==> src/rtl/rst_seq_ctrl.sv <==
// Reset sequencer: synchronised board-reset release followed by staggered per-channel
// release, plus software-requested reset pulses on a masked subset of channels.
module rst_seq_ctrl #(
  parameter int NUM_CH      = 4,
  parameter int SYNC_STAGES = 2,
  parameter int CNT_W       = 8,
  parameter int MIN_PULSE   = 16,
  parameter int RELEASE_GAP = 4
) (
  input  logic              axi_aclk,
  input  logic              axi_resetn,
  input  logic              sw_rst_req,
  input  logic [CNT_W-1:0]  sw_rst_cycles,
  input  logic [NUM_CH-1:0] ch_mask,
  output logic [NUM_CH-1:0] rstn_out,
  output logic              sw_rst_ack,
  output logic              rst_busy,
  output logic              rst_done
);

  typedef enum logic [1:0] {POR_HOLD, ASSERT, RELEASE, IDLE} state_t;

  localparam int                GAP_W    = (RELEASE_GAP > 1) ? $clog2(RELEASE_GAP) : 1;
  localparam logic [CNT_W-1:0]  MIN_L    = CNT_W'(MIN_PULSE);
  localparam logic [NUM_CH-1:0] ONE_BIT  = NUM_CH'(1);

  logic [SYNC_STAGES-1:0] sync_reg;
  logic                   rst_sync_n;

  state_t            state_reg,   state_next;
  logic [CNT_W-1:0]  cnt_reg,     cnt_next;
  logic [CNT_W-1:0]  len_reg,     len_next;
  logic [GAP_W-1:0]  gap_reg,     gap_next;
  logic [NUM_CH-1:0] pending_reg, pending_next;
  logic [NUM_CH-1:0] rstn_reg,    rstn_next;
  logic              ack_reg,     ack_next;
  logic              busy_reg,    busy_next;
  logic              done_reg,    done_next;

  logic              do_release;
  logic [NUM_CH-1:0] rel_bit;
  logic [NUM_CH-1:0] pending_after;

  genvar gi;
  generate
    for (gi = 0; gi < SYNC_STAGES; gi++) begin : g_sync
      if (gi == 0) begin : g_first
        always_ff @(posedge axi_aclk or negedge axi_resetn) begin
          if (!axi_resetn) sync_reg[gi] <= 1'b0;
          else             sync_reg[gi] <= 1'b1;
        end
      end else begin : g_next
        always_ff @(posedge axi_aclk or negedge axi_resetn) begin
          if (!axi_resetn) sync_reg[gi] <= 1'b0;
          else             sync_reg[gi] <= sync_reg[gi-1];
        end
      end
    end
  endgenerate

  assign rst_sync_n = sync_reg[SYNC_STAGES-1];

  always_ff @(posedge axi_aclk or negedge axi_resetn) begin
    if (!axi_resetn) begin
      state_reg   <= POR_HOLD;
      cnt_reg     <= '0;
      len_reg     <= MIN_L;
      gap_reg     <= '0;
      pending_reg <= '1;
      rstn_reg    <= '0;
      ack_reg     <= 1'b0;
      busy_reg    <= 1'b1;
      done_reg    <= 1'b0;
    end else begin
      state_reg   <= state_next;
      cnt_reg     <= cnt_next;
      len_reg     <= len_next;
      gap_reg     <= gap_next;
      pending_reg <= pending_next;
      rstn_reg    <= rstn_next;
      ack_reg     <= ack_next;
      busy_reg    <= busy_next;
      done_reg    <= done_next;
    end
  end

  always_comb begin
    state_next   = state_reg;
    cnt_next     = cnt_reg;
    len_next     = len_reg;
    gap_next     = gap_reg;
    pending_next = pending_reg;
    rstn_next    = rstn_reg;
    ack_next     = 1'b0;
    busy_next    = busy_reg;
    done_next    = 1'b0;
    do_release   = 1'b0;
    // Lowest still-pending channel; non-target channels are skipped for free.
    rel_bit       = pending_reg & (~pending_reg + ONE_BIT);
    pending_after = pending_reg & ~rel_bit;

    case (state_reg)
      POR_HOLD: begin
        if (rst_sync_n) begin
          if (cnt_reg == MIN_L - CNT_W'(1)) do_release = 1'b1;
          else                               cnt_next   = cnt_reg + CNT_W'(1);
        end
      end
      ASSERT: begin
        if (cnt_reg == len_reg - CNT_W'(1)) do_release = 1'b1;
        else                                 cnt_next   = cnt_reg + CNT_W'(1);
      end
      RELEASE: begin
        if (gap_reg == GAP_W'(RELEASE_GAP - 1)) do_release = 1'b1;
        else                                     gap_next   = gap_reg + GAP_W'(1);
      end
      IDLE: begin
        if (sw_rst_req && |ch_mask) begin
          pending_next = ch_mask;
          len_next     = (sw_rst_cycles < MIN_L) ? MIN_L : sw_rst_cycles;
          rstn_next    = rstn_reg & ~ch_mask;
          cnt_next     = '0;
          ack_next     = 1'b1;
          busy_next    = 1'b1;
          state_next   = ASSERT;
        end
      end
      default: state_next = POR_HOLD;
    endcase

    if (do_release) begin
      rstn_next    = rstn_reg | rel_bit;
      pending_next = pending_after;
      cnt_next     = '0;
      gap_next     = '0;
      if (pending_after == '0) begin
        done_next  = 1'b1;
        busy_next  = 1'b0;
        state_next = IDLE;
      end else begin
        state_next = RELEASE;
      end
    end
  end

  assign rstn_out   = rstn_reg;
  assign sw_rst_ack = ack_reg;
  assign rst_busy   = busy_reg;
  assign rst_done   = done_reg;

endmodule

==> config.mk <==
export PLATFORM = sky130hd
export DESIGN_NAME = rst_seq_ctrl
export DESIGN_NICKNAME = d
export VERILOG_FILES = /design/src/rtl/rst_seq_ctrl.sv
export SDC_FILE = /design/constraint.sdc
export NUM_CORES = 1
export LEC_CHECK = 0
export ABC_AREA = 1
export CAP_MARGIN = 40
export CORE_MARGIN = 2
export CORE_UTILIZATION = 54
export DETAILED_ROUTE_END_ITERATION = 10
export DONT_BUFFER_PORTS = 1
export PLACE_DENSITY_LB_ADDON = 0.08
export SLEW_MARGIN = 10
export SYNTH_ARGS = -nofsm -noshare
export SYNTH_HDL_FRONTEND = slang
export SYNTH_SLANG_ARGS = --single-unit
==> constraint.sdc <==
create_clock -name axi_aclk -period 1.9 [get_ports axi_aclk]
set_input_delay 0.38 -clock axi_aclk [delete_from_list [all_inputs] [get_ports axi_aclk]]
set_output_delay 0.38 -clock axi_aclk [all_outputs]
set_load 0.02 [all_outputs]
### After elaboration in Yosys (flattened, before gate mapping)

Cells that the tools add are included.

| word-level totals | value |
|---|---|
| flip-flop bits (word level) | 33 |
| bits of input ports | 15 |

| operators by class | value |
|---|---|
| add/sub/neg operators | 4 |
| magnitude comparators | 1 |
| equal/unequal tests | 11 |
| multiplexer cells | 33 |
| bitwise logic cells | 7 |
| reductions and logical operators | 12 |

Operators with widths:

| kind | count |
|---|---|
| $mux 8 | 6 |
| $mux 4 | 6 |
| $pmux 8 s3 | 1 |
| $mux 1 | 13 |
| $and 4x4->4 | 3 |
| $mux 2 | 6 |
| $ne 3x3->1 const B | 4 |
| $not 4->4 | 3 |
| $add 8x1->8 const B | 1 |
| $eq 8x4->1 const B | 1 |
| $eq 8x8->1 | 1 |
| $lt 8x5->1 const B | 1 |
| $sub 8x1->8 const B | 1 |
| $eq 2x2->1 const B | 3 |
| $reduce_and 2->1 | 3 |
| $reduce_bool 2->1 | 3 |
| $reduce_and 5->1 | 1 |
| $add 4x1->4 const B | 1 |
| $logic_not 4->1 | 1 |
| $or 4x4->4 | 1 |
| $reduce_bool 4->1 | 1 |
| $reduce_or 4->1 | 1 |
| $pmux 1 s3 | 1 |
| $add 2x1->2 const B | 1 |
| 4 further kinds | 4 |

### Logic depth before layout (Yosys ltp)

Gate-level depths: netlist (run 1).

| depth | value |
|---|---|
| depth after elaboration | 8 |
| gate-level depth with buffers | 14 |

### Worst setup path after synthesis (run 1)

OpenSTA, ideal clock, no wires.

| timing path | value |
|---|---|
| path type | register -> register |
| start | reg len_reg[0] |
| end | reg cnt_reg[7] |
| library setup time | 0.120 ns |
| arrival time | 1.541 ns |
| setup slack | 0.239 ns |
| cell stages (with the launch flop) | 13 |
| buffers on the path | 0 |
| clock period less this slack | 1.661 ns |
| path through | dfrtp_1 > inv_1 > ha_1 > nand2_1 > nand3_1 > nor2_1 > nand3_1 > nor2_4 > nand2_4 > nand2_4 > inv_2 > nand2_1 > nor2_1 |

| on the way | value |
|---|---|
| cells in the longest elaborated chain, start to end | 6 |
| elaborated cells between the ends (all ways) | 11 |
| classes of those cells | 1 x add/sub; 5 x eq/ne; 3 x mux; 2 x reduce/logical |

Ends and longest elaborated chain:

| what | line | text |
|---|---|---|
| start, declared | 32 | `logic [CNT_W-1:0] len_reg, len_next;` |
| start signal, assigned | 77 | `len_reg <= len_next;` |
| $sub 8x1->8 * | 110 | `if (cnt_reg == len_reg - CNT_W'(1)) do_release = 1'b1;` |
| $eq 8x8->1 * | 110 |  |
| $mux 1 | 110 |  |
| $pmux 1 s3 | 102 | `case (state_reg)` |
| $ne 3x3->1 (no source line) or $reduce_bool 4->1 (tied branches) | - |  |
| $reduce_and 5->1 (no source line) | - |  |
| end signal, assigned | 76 | `cnt_reg <= cnt_next;` |
| end, declared | 31 | `logic [CNT_W-1:0] cnt_reg, cnt_next;` |

Mark *: on every way between the ends. The rest lies on a longest branch, timed or not.
A chain may end at the register's enable or synchronous reset.

### Worst setup path after layout (run 1)

Same ends and word-level chain as after synthesis.

==> flow_summary.json, run 1 <==
{
  "wl_um": 3890,
  "p_int_mw": 1.76,
  "p_seq_share_pct": 42.9,
  "crit_type": "flip-flop to flip-flop",
  "cts_tree": "built",
  "rows": 21,
  "status": "finished clean",
  "netlist_area_um2": 1870,
  "antenna_left": 0,
  "grt_pass1_vias": 1412,
  "fin_nets": 276,
  "antenna_found_initial": 0,
  "grt_pass1_wl_um": 6580,
  "dp_cells": 292,
  "p_leak_nw": 1.09,
  "grt_max_degree": 34,
  "htree_levels": 2,
  "cts_root_buf": "clkbuf_4",
  "timing.final.ws_setup_ns": 0.110,
  "hpwl_um": 2820,
  "synth_cell_types": 29,
  "seq_area_frac_synth_pct": 44.7,
  "grt_use_total_pct": 21.9,
  "fmax_mhz": 559,
  "cts_buffers": 5,
  "hold_depth": 2,
  "cts.sinks": 33,
  "tightest_slew_ns": 0.534,
  "fin_crit_sh_pct": 94.2,
  "p_sw_share_pct": 44.5,
  "avgRoutedWirePerCell_um": 12.8,
  "die_h_um": 62.8,
  "portBuffers": 0,
  "worstHoldStart": "sw_rst_cycles[7]",
  "viasPerCell": 4.90,
  "hold_end": "len_reg[7]",
  "reg2reg_from": "len_reg[0]",
  "syn_nets": 263,
  "final_cells": 305,
  "power.density_nw_per_um2": 1540,
  "worstPathRequired_ns": 2.12,
  "area_growth_pct": 10.2,
  "start_util_pct": 55.9,
  "io_pins": 22,
  "firstDrtPassIters": 4,
  "p_comb_share_pct": 45.4,
  "ff2ff_path_depth": 12,
  "synthCells": 245,
  "worst-r2r-setup-slack_ns": 0.11,
  "clockPowerShare_pct": 11.7,
  "route.detailed.drc": 0,
  "setup.worst_path.start_class": "flip-flop",
  "n_antenna_cell": 0,
  "clock_latency_ns": 0.33,
  "clockBufferDepth": 2,
  "cap_violations": 0,
  "finalCriticalPeriod_ns": 1.79,
  "hold_class": "input pin to flip-flop",
  "gp_congestion": 0.915,
  "max_slew_margin_pct": 64.1,
  "pre_cts_slack_ns": 0.0821,
  "switchingPower_mw": 1.41,
  "fin_skew_ns": 0.0145,
  "core_area_um2": 3340,
  "reg2reg_to": "cnt_reg[7]",
  "fp.dieArea_um2": 3940,
  "hold_violations": 0,
  "drt-initial-drc-count": 102,
  "ys_ff_latch": 33,
  "crit_fanout": 11,
  "clk_pin_slew_ns": 0.10,
  "slew_violations": 0,
  "vdd_drop_max_uv": 796,
  "drive_gt1_share_pct": 14.3,
  "die_w_um": 62.8,
  "syn_avg_cell_area_um2": 7.61,
  "vias": 1495,
  "yosysWarnings": 0,
  "finalSetupViolCount": 0,
  "arrival_ns": 2.01,
  "cp-end-kind": "flip-flop",
  "grt_overflow": 0
}
routing by layer:
layer,vias to the layer above,GRT usage [%],wire (um)
met5,-,0,0
met2,31,32.7,1750
met1,667,31.2,1930
met3,7,5.95,171
li1,790,-,-
met4,0,6.39,45
power by group through the flow:
stage          Sequential, mW  Combinational [mW]  Clock [mW]
6_report                 1.36                1.44       0.373
5_1_grt                  1.40                1.66       0.420
4_1_cts                  1.37                1.38       0.388
3_5_place_dp             1.38                1.35           0
3_3_place_gp             1.38                1.32           0
2_1_floorplan            1.30                1.11           0
worst max path at each step:
| stage | startpoint | endpoint | depth (start not counted) |
|---|---|---|---|
| floorplan | len_reg[0] | cnt_reg[7] | 12 |
| global placement | len_reg[0] | cnt_reg[7] | 12 |
| detailed placement | len_reg[0] | cnt_reg[7] | 12 |
| CTS | len_reg[0] | cnt_reg[7] | 12 |
| global route | len_reg[0] | cnt_reg[7] | 13 |
| finish | len_reg[0] | cnt_reg[7] | 12 |
final cells by class:
cell class	instances	area (um2)
sequential	33	833
clock inverter	2	10.0
tap	46	57.6
inverter	37	139
clock buffer	6	41.3
fill	318	1280
multi-input combinational	171	885
timing repair buffer	10	90.1
critical path, cell delays in order, from the launching register on:
cell and delay [ns]:
dfrtp_1 0.37, inv_1 0.06, ha_1 0.31, nand2_1 0.08, nand3_1 0.08, nor2_1 0.14
nand3_2 0.11, nor2_4 0.11, nand2_4 0.08, nand2_8 0.10, inv_2 0.08, nand2_2 0.09
nor2_1 0.07
stage by stage:
step	hold WS, ns	total power [mW]	setup TNS, ns	utilization (%)	instance area, um2
2_1_floorplan	0.0844	2.41	0	-	1870
3_3_place_gp	0.0851	2.70	0	57.9	1930
3_5_place_dp	0.0852	2.73	0	57.9	1930
4_1_cts	0.152	3.13	0	60.4	2010
5_1_grt	0.148	3.48	-0.000862	61.6	2060
6_report	0.164	3.17	0	61.6	2060
kinds of logic (layout without fill, tap and decap cells):
group,after synthesis,in the layout,share of synthesized area (%)
buf+inv,41,55,8.92
xor+xnor,13,13,6.10
other cells,1,1,0.201
flops,33,33,44.7
simple gates,137,137,32.6
compound gates,17,17,5.50
fa+ha+maj,3,3,2.01
layout by cell type (no fill, tap or decap), drive strengths merged, types with 5 or more instances in the layout:
master,instances
inv,36
xor2,8
xnor2,5
o21ai,10
nand4,8
nor2,35
dfrtp,27
clkbuf,6
nand2,70
nand3,20
buf,9
dfstp,6
cells in the mapped netlist:
library cell / count / share of area, %
o31ai_1: 4 / 1.6
ha_1: 3 / 2.0
nand2_2: 3 / 1.0
dfrtp_1: 27 / 36
o21ai_1: 2 / 0.54
o21ai_0: 8 / 2.1
nand4_1: 8 / 2.7
xor2_1: 8 / 3.8
nand2_1: 65 / 13
dfstp_2: 6 / 8.5
nand3b_1: 2 / 0.80
buf_8: 1 / 0.80
nand2_4: 2 / 1.2
a2bb2oi_1: 1 / 0.47
nor2_1: 31 / 6.2
buf_2: 1 / 0.27
clkinv_1: 1 / 0.20
nor2_4: 1 / 0.60
nor2_2: 3 / 1.0
nand3_1: 20 / 5.4
inv_1: 34 / 6.8
nor4_1: 1 / 0.34
a21oi_1: 1 / 0.27
a21oi_2: 1 / 0.47
nor3_1: 1 / 0.27
clkbuf_1: 2 / 0.40
xnor2_1: 5 / 2.3
inv_2: 2 / 0.40
conb_1: 1 / 0.20
what timing repair did:
item | in CTS | in global routing
hold buffers | 2 | 0
hold endpoints to repair | 33 | 0
gates resized for setup | 0 | 4
setup endpoints to repair | 0 | 6
setup buffers | 0 | 3
Power figures use the tool's default switching activity.
==> inputs of run 2 (changes only) <==
CORE_UTILIZATION = 50   (was 54)
==> run 2 against run 1 <==
  * Maximum frequency fell by 0.35%
  * Via count is 2.2% higher
  * Clock power grew 110%
  * Combinational power hardly changed
  * Critical path depth did not move
  * Total power up 13%
  * Final cell count grew 1.3%
  * First-iteration DRC count decreased by 25%
  * Sequential power about the same
==> flow_summary.json, run 2 (same netlist as run 1, synthesis figures left out) <==
{
  "gp_congestion": 0.832,
  "cts.sinks": 33,
  "post_dp_cell_area_um2": 1930,
  "viasPerCell": 4.94,
  "n_antenna_cell": 0,
  "cts_buffers": 5,
  "antenna_found_initial": 0,
  "drive_gt1_share_pct": 15.7,
  "area_growth_pct": 16.4,
  "route.detailed.drc": 0,
  "arrival_ns": 2.01,
  "cap_violations": 0,
  "cts_tree": "built",
  "globalRouteMet3Util_pct": 5.38,
  "vdd_drop_max_uv": 728,
  "layout_commonest_cell": "nand2_1",
  "status": "finished clean",
  "hold_violations": 0,
  "avgRoutedWirePerCell_um": 12.5,
  "finalCriticalPeriod_ns": 1.80,
  "wl_um": 3870,
  "p_leak_nw": 1.14,
  "clockBufferDepth": 2,
  "grt_overflow": 0,
  "grt_pass1_wl_um": 6440,
  "rows": 22,
  "grt_most_used_layer": "met1",
  "core_area_um2": 3630,
  "grt_use_total_pct": 20.3,
  "finalSetupViolCount": 0,
  "grt_pass1_vias": 1405,
  "io_pins": 22,
  "slowest_delay_ns": 0.39,
  "vias": 1528,
  "slew_violations": 0,
  "cts_root_buf": "clkbuf_8",
  "firstDrtPassIters": 4,
  "crit_type": "flip-flop to flip-flop",
  "clock_latency_ns": 0.29,
  "worstPathRequired_ns": 2.11,
  "fmax_mhz": 557,
  "fp.dieArea_um2": 4240,
  "die_w_um": 65.1,
  "clk_pin_slew_ns": 0.07,
  "stdcell_area_um2": 2170,
  "fin_nets": 278,
  "antenna_left": 0,
  "use_met2_pct": 28.1,
  "timing.final.ws_setup_ns": 0.104,
  "htree_levels": 2,
  "cp_slowest_cell": "dfrtp_1",
  "fillers": 352,
  "dp_cells": 293,
  "die_h_um": 65.1,
  "cp-end-kind": "flip-flop",
  "final_cells": 309,
  "path_delay_family": "simple AND/OR/NAND/NOR gates",
  "crit_buf_inv": 2,
  "grt_use_met1_pct": 31.2,
  "setup.worst_path.start_class": "flip-flop",
  "crit_fanout": 8,
  "path_cells": "inv_1 > ha_2 > nand2_1 > nand3_1 > nor2_2 > nand3_2 > nor2_4 > nand2_4 > nand2_8 > buf_12 > nand2_2 > a21oi_2",
  "power.density_nw_per_um2": 1660,
  "fin_crit_sh_pct": 94.5,
  "finalSetupTns_ns": 0,
  "portBuffers": 0,
  "start_util_pct": 51.3,
  "pre_cts_slack_ns": 0.0256,
  "drt-initial-drc-count": 77,
  "final_cell_mix": "nand2_1 (64), inv_1 (34), nor2_1 (30)",
  "fin_skew_ns": 0.00809,
  "hold_class": "input pin to flip-flop",
  "grt_max_degree": 34,
  "hpwl_um": 2810,
  "whs_ns": 0.207
}
## run 2: cell type report
type	count	area (um2)	share of cell area (%)
Clock inverter	3	65.1	3.00
Timing Repair Buffer	12	118	5.42
Tap cell	48	60.1	2.77
Multi-Input combinational cell	171	887	40.9
Inverter	37	139	6.40
Clock buffer	5	68.8	3.17
Sequential cell	33	833	38.4
## run 2: per-layer routing
metal / share of wire, % / vias up
met5: 0 / -
met4: 0.52 / 0
met1: 53 / 707
met2: 44 / 22
met3: 3.0 / 2
li1: - / 797
## run 2: report_power, final
| group | internal, mW | leakage (nW) | switching, mW |
|---|---|---|---|
| Sequential | 1.02 | 0.399 | 0.353 |
| Clock | 0.521 | 0.0681 | 0.261 |
| Combinational | 0.595 | 0.669 | 0.846 |
| Total | 2.13 | 1.14 | 1.46 |
## run 2: path summary, 6_finish.rpt
kind                                   from        endpoint  slack (ns)  cells after the start
min in group asynchronous        axi_resetn      len_reg[7]        0.53                      2
max                              len_reg[0]     rstn_out[0]        0.10                     12
max reg2reg                      len_reg[0]     rstn_out[0]        0.10                     12
min                        sw_rst_cycles[6]      len_reg[6]        0.21                      2
max in group asynchronous        axi_resetn  pending_reg[2]        1.12                      2
min reg2reg                     sync_reg[0]      rst_sync_n        0.36                      0
## run 2: repair_timing
item,in CTS,in global routing
endpoints found under the hold margin,33,0
setup buffers,1,5
endpoints found under the setup margin,1,7
hold buffers,2,0
pin swaps,0,3
gates resized for setup,0,5
## run 2: metrics by stage
step	utilization (%)	power, mW
2_1_floorplan	-	2.41
3_3_place_gp	53.1	2.71
3_5_place_dp	53.1	2.71
4_1_cts	57.8	3.55
5_1_grt	59.7	3.90
6_report	59.7	3.59
## run 2: worst register-to-register path: stages, from the launching register on
cell	delay (ns)
dfrtp_1	0.39
inv_1	0.08
ha_2	0.27
nand2_1	0.07
nand3_1	0.09
nor2_2	0.12
nand3_2	0.11
nor2_4	0.11
nand2_4	0.10
nand2_8	0.10
buf_12	0.11
nand2_2	0.05
a21oi_2	0.11
==> inputs of run 3 (changes only) <==
CORE_ASPECT_RATIO = 1.5   (was default)
==> run 3 against run 2 <==
  * Global-route usage up 1.9 points
  * Maximum frequency fell by 0.36%
  * Flip-flop and latch count stayed put
  * Utilization down 1.2 points
  * Largest power group unchanged
==> flow_summary.json, run 3 (same netlist as run 1, synthesis figures left out) <==
{
  "io_pins": 22,
  "firstDrtPassIters": 4,
  "rows": 27,
  "fmax_mhz": 555,
  "die_h_um": 78.8,
  "drive_gt1_share_pct": 15.8,
  "vias": 1558,
  "cp_slowest_cell": "dfrtp_1",
  "p_leak_nw": 1.12,
  "grt_use_total_pct": 22.2,
  "whs_ns": 0.210,
  "portBuffers": 0,
  "stdcell_area_um2": 2120,
  "layout_commonest_cell": "nand2_1",
  "drt-initial-drc-count": 27,
  "vdd_drop_max_uv": 1060,
  "fin_crit_sh_pct": 94.9,
  "clock_latency_ns": 0.28,
  "final_cell_mix": "nand2_1 (64), inv_1 (33), nor2_1 (30)",
  "gp_congestion": 0.759,
  "hpwl_um": 2950,
  "wl_um": 3860,
  "area_growth_pct": 13.4,
  "finalSetupViolCount": 0,
  "crit_fanout": 10,
  "start_util_pct": 51.6,
  "slew_violations": 0,
  "crit_type": "flip-flop to flip-flop",
  "avgRoutedWirePerCell_um": 12.8,
  "viasPerCell": 5.14,
  "arrival_ns": 2.02,
  "post_dp_cell_area_um2": 1950,
  "hold_violations": 0,
  "n_antenna_cell": 0,
  "cap_violations": 0,
  "path_cells": "inv_2 > ha_2 > nand2_1 > nand3_1 > nor2_2 > nand3_2 > nor2_4 > nand2_4 > nand2_4 > buf_12 > nand2_2 > a21oi_2",
  "fin_skew_ns": 0.00753,
  "cts_root_buf": "clkbuf_8",
  "fin_nets": 277,
  "power.total_mw": 3.38,
  "setup.worst_path.start_class": "flip-flop",
  "cts_tree": "built",
  "status": "finished clean",
  "cp_common_cell": "nand2_4",
  "hold_class": "input pin to flip-flop",
  "grt_max_degree": 34,
  "cts_buffers": 5,
  "slowest_delay_ns": 0.41,
  "worstPathRequired_ns": 2.12,
  "antenna_left": 0,
  "clockBufferDepth": 2,
  "cp-end-kind": "flip-flop",
  "htree_levels": 2,
  "grt_pass1_vias": 1599,
  "grt_overflow": 0,
  "power.density_nw_per_um2": 1600,
  "die_w_um": 53.9,
  "core_area_um2": 3610,
  "fp.dieArea_um2": 4250,
  "clk_pin_slew_ns": 0.07,
  "finalCriticalPeriod_ns": 1.80,
  "cts.sinks": 33,
  "route.detailed.drc": 0,
  "antenna_found_initial": 0,
  "finish.utilization_pct": 58.5,
  "grt_pass1_wl_um": 6740
}
-- run 3: cell types whose count changed in the layout (fill, tap and decap cells not counted) --
cell       change
clkbuf_8       +2
inv_2          +1
bufinv_16      -2
nand2_4        +1
nand2_8        -1
buf_4          -1
inv_1          -1
-- run 3: path summary, 6_finish.rpt --
| kind | from | endpoint | slack, ns | cells past startpoint |
|---|---|---|---|---|
| setup reg to reg | len_reg[0] | rstn_out[0] | 0.1 | 12 |
| max in group asynchronous | axi_resetn | rst_busy | 1.11 | 2 |
| hold reg to reg | sync_reg[0] | rst_sync_n | 0.35 | 0 |
| setup / recovery | len_reg[0] | rstn_out[0] | 0.1 | 12 |
| hold / removal | sw_rst_cycles[7] | len_reg[7] | 0.21 | 2 |
| min in group asynchronous | axi_resetn | sw_rst_ack | 0.54 | 2 |
-- run 3: final cells by class --
| type | instances | area [um2] |
|---|---|---|
| Clock buffer | 7 | 96.3 |
| Clock inverter | 1 | 5.00 |
| Fill cell | 345 | 1500 |
| Inverter | 37 | 139 |
| Multi-Input combinational cell | 171 | 878 |
| Sequential cell | 33 | 833 |
| Tap cell | 43 | 53.8 |
| Timing Repair Buffer | 11 | 110 |
-- run 3: critical path: cells and delay by family, from the launching register on --
kind            cells  cell delay, ns
buf+inv             2            0.22
flops               1            0.41
fa+ha+maj           1            0.28
compound gates      1            0.10
simple gates        8            0.73
-- run 3: power by group --
group	total, mW	switching (mW)	internal (mW)	leakage, nW
Clock	0.570	0.243	0.327	0.0542
Combinational	1.43	0.826	0.606	0.664
Sequential	1.37	0.356	1.02	0.399
-- run 3: timing repair --
item	in CTS	in global routing
buffers inserted	0	3
hold endpoints to repair	33	0
hold buffers	2	0
endpoints found under the setup margin	0	18
resized for setup	0	5
-- run 3: stage by stage --
| stage | TNS [ns] | std cells | worst slack [ns] |
|---|---|---|---|
| floorplan | 0 | 245 | 0.239 |
| global placement | 0 | 290 | 0.0758 |
| detailed placement | 0 | 290 | 0.0312 |
| CTS | 0 | 300 | 0.00514 |
| global route | -0.00314 | 303 | -0.00314 |
| finish | 0 | 303 | 0.0973 |
-- run 3: routing by layer --
layer  track usage, %  vias up  routed length [um]
li1                 -      789                   -
met1             24.1      731                1580
met2             38.0       26                2040
met3             4.32       12                  85
met4             13.1        0                 153
met5                0        -                   0
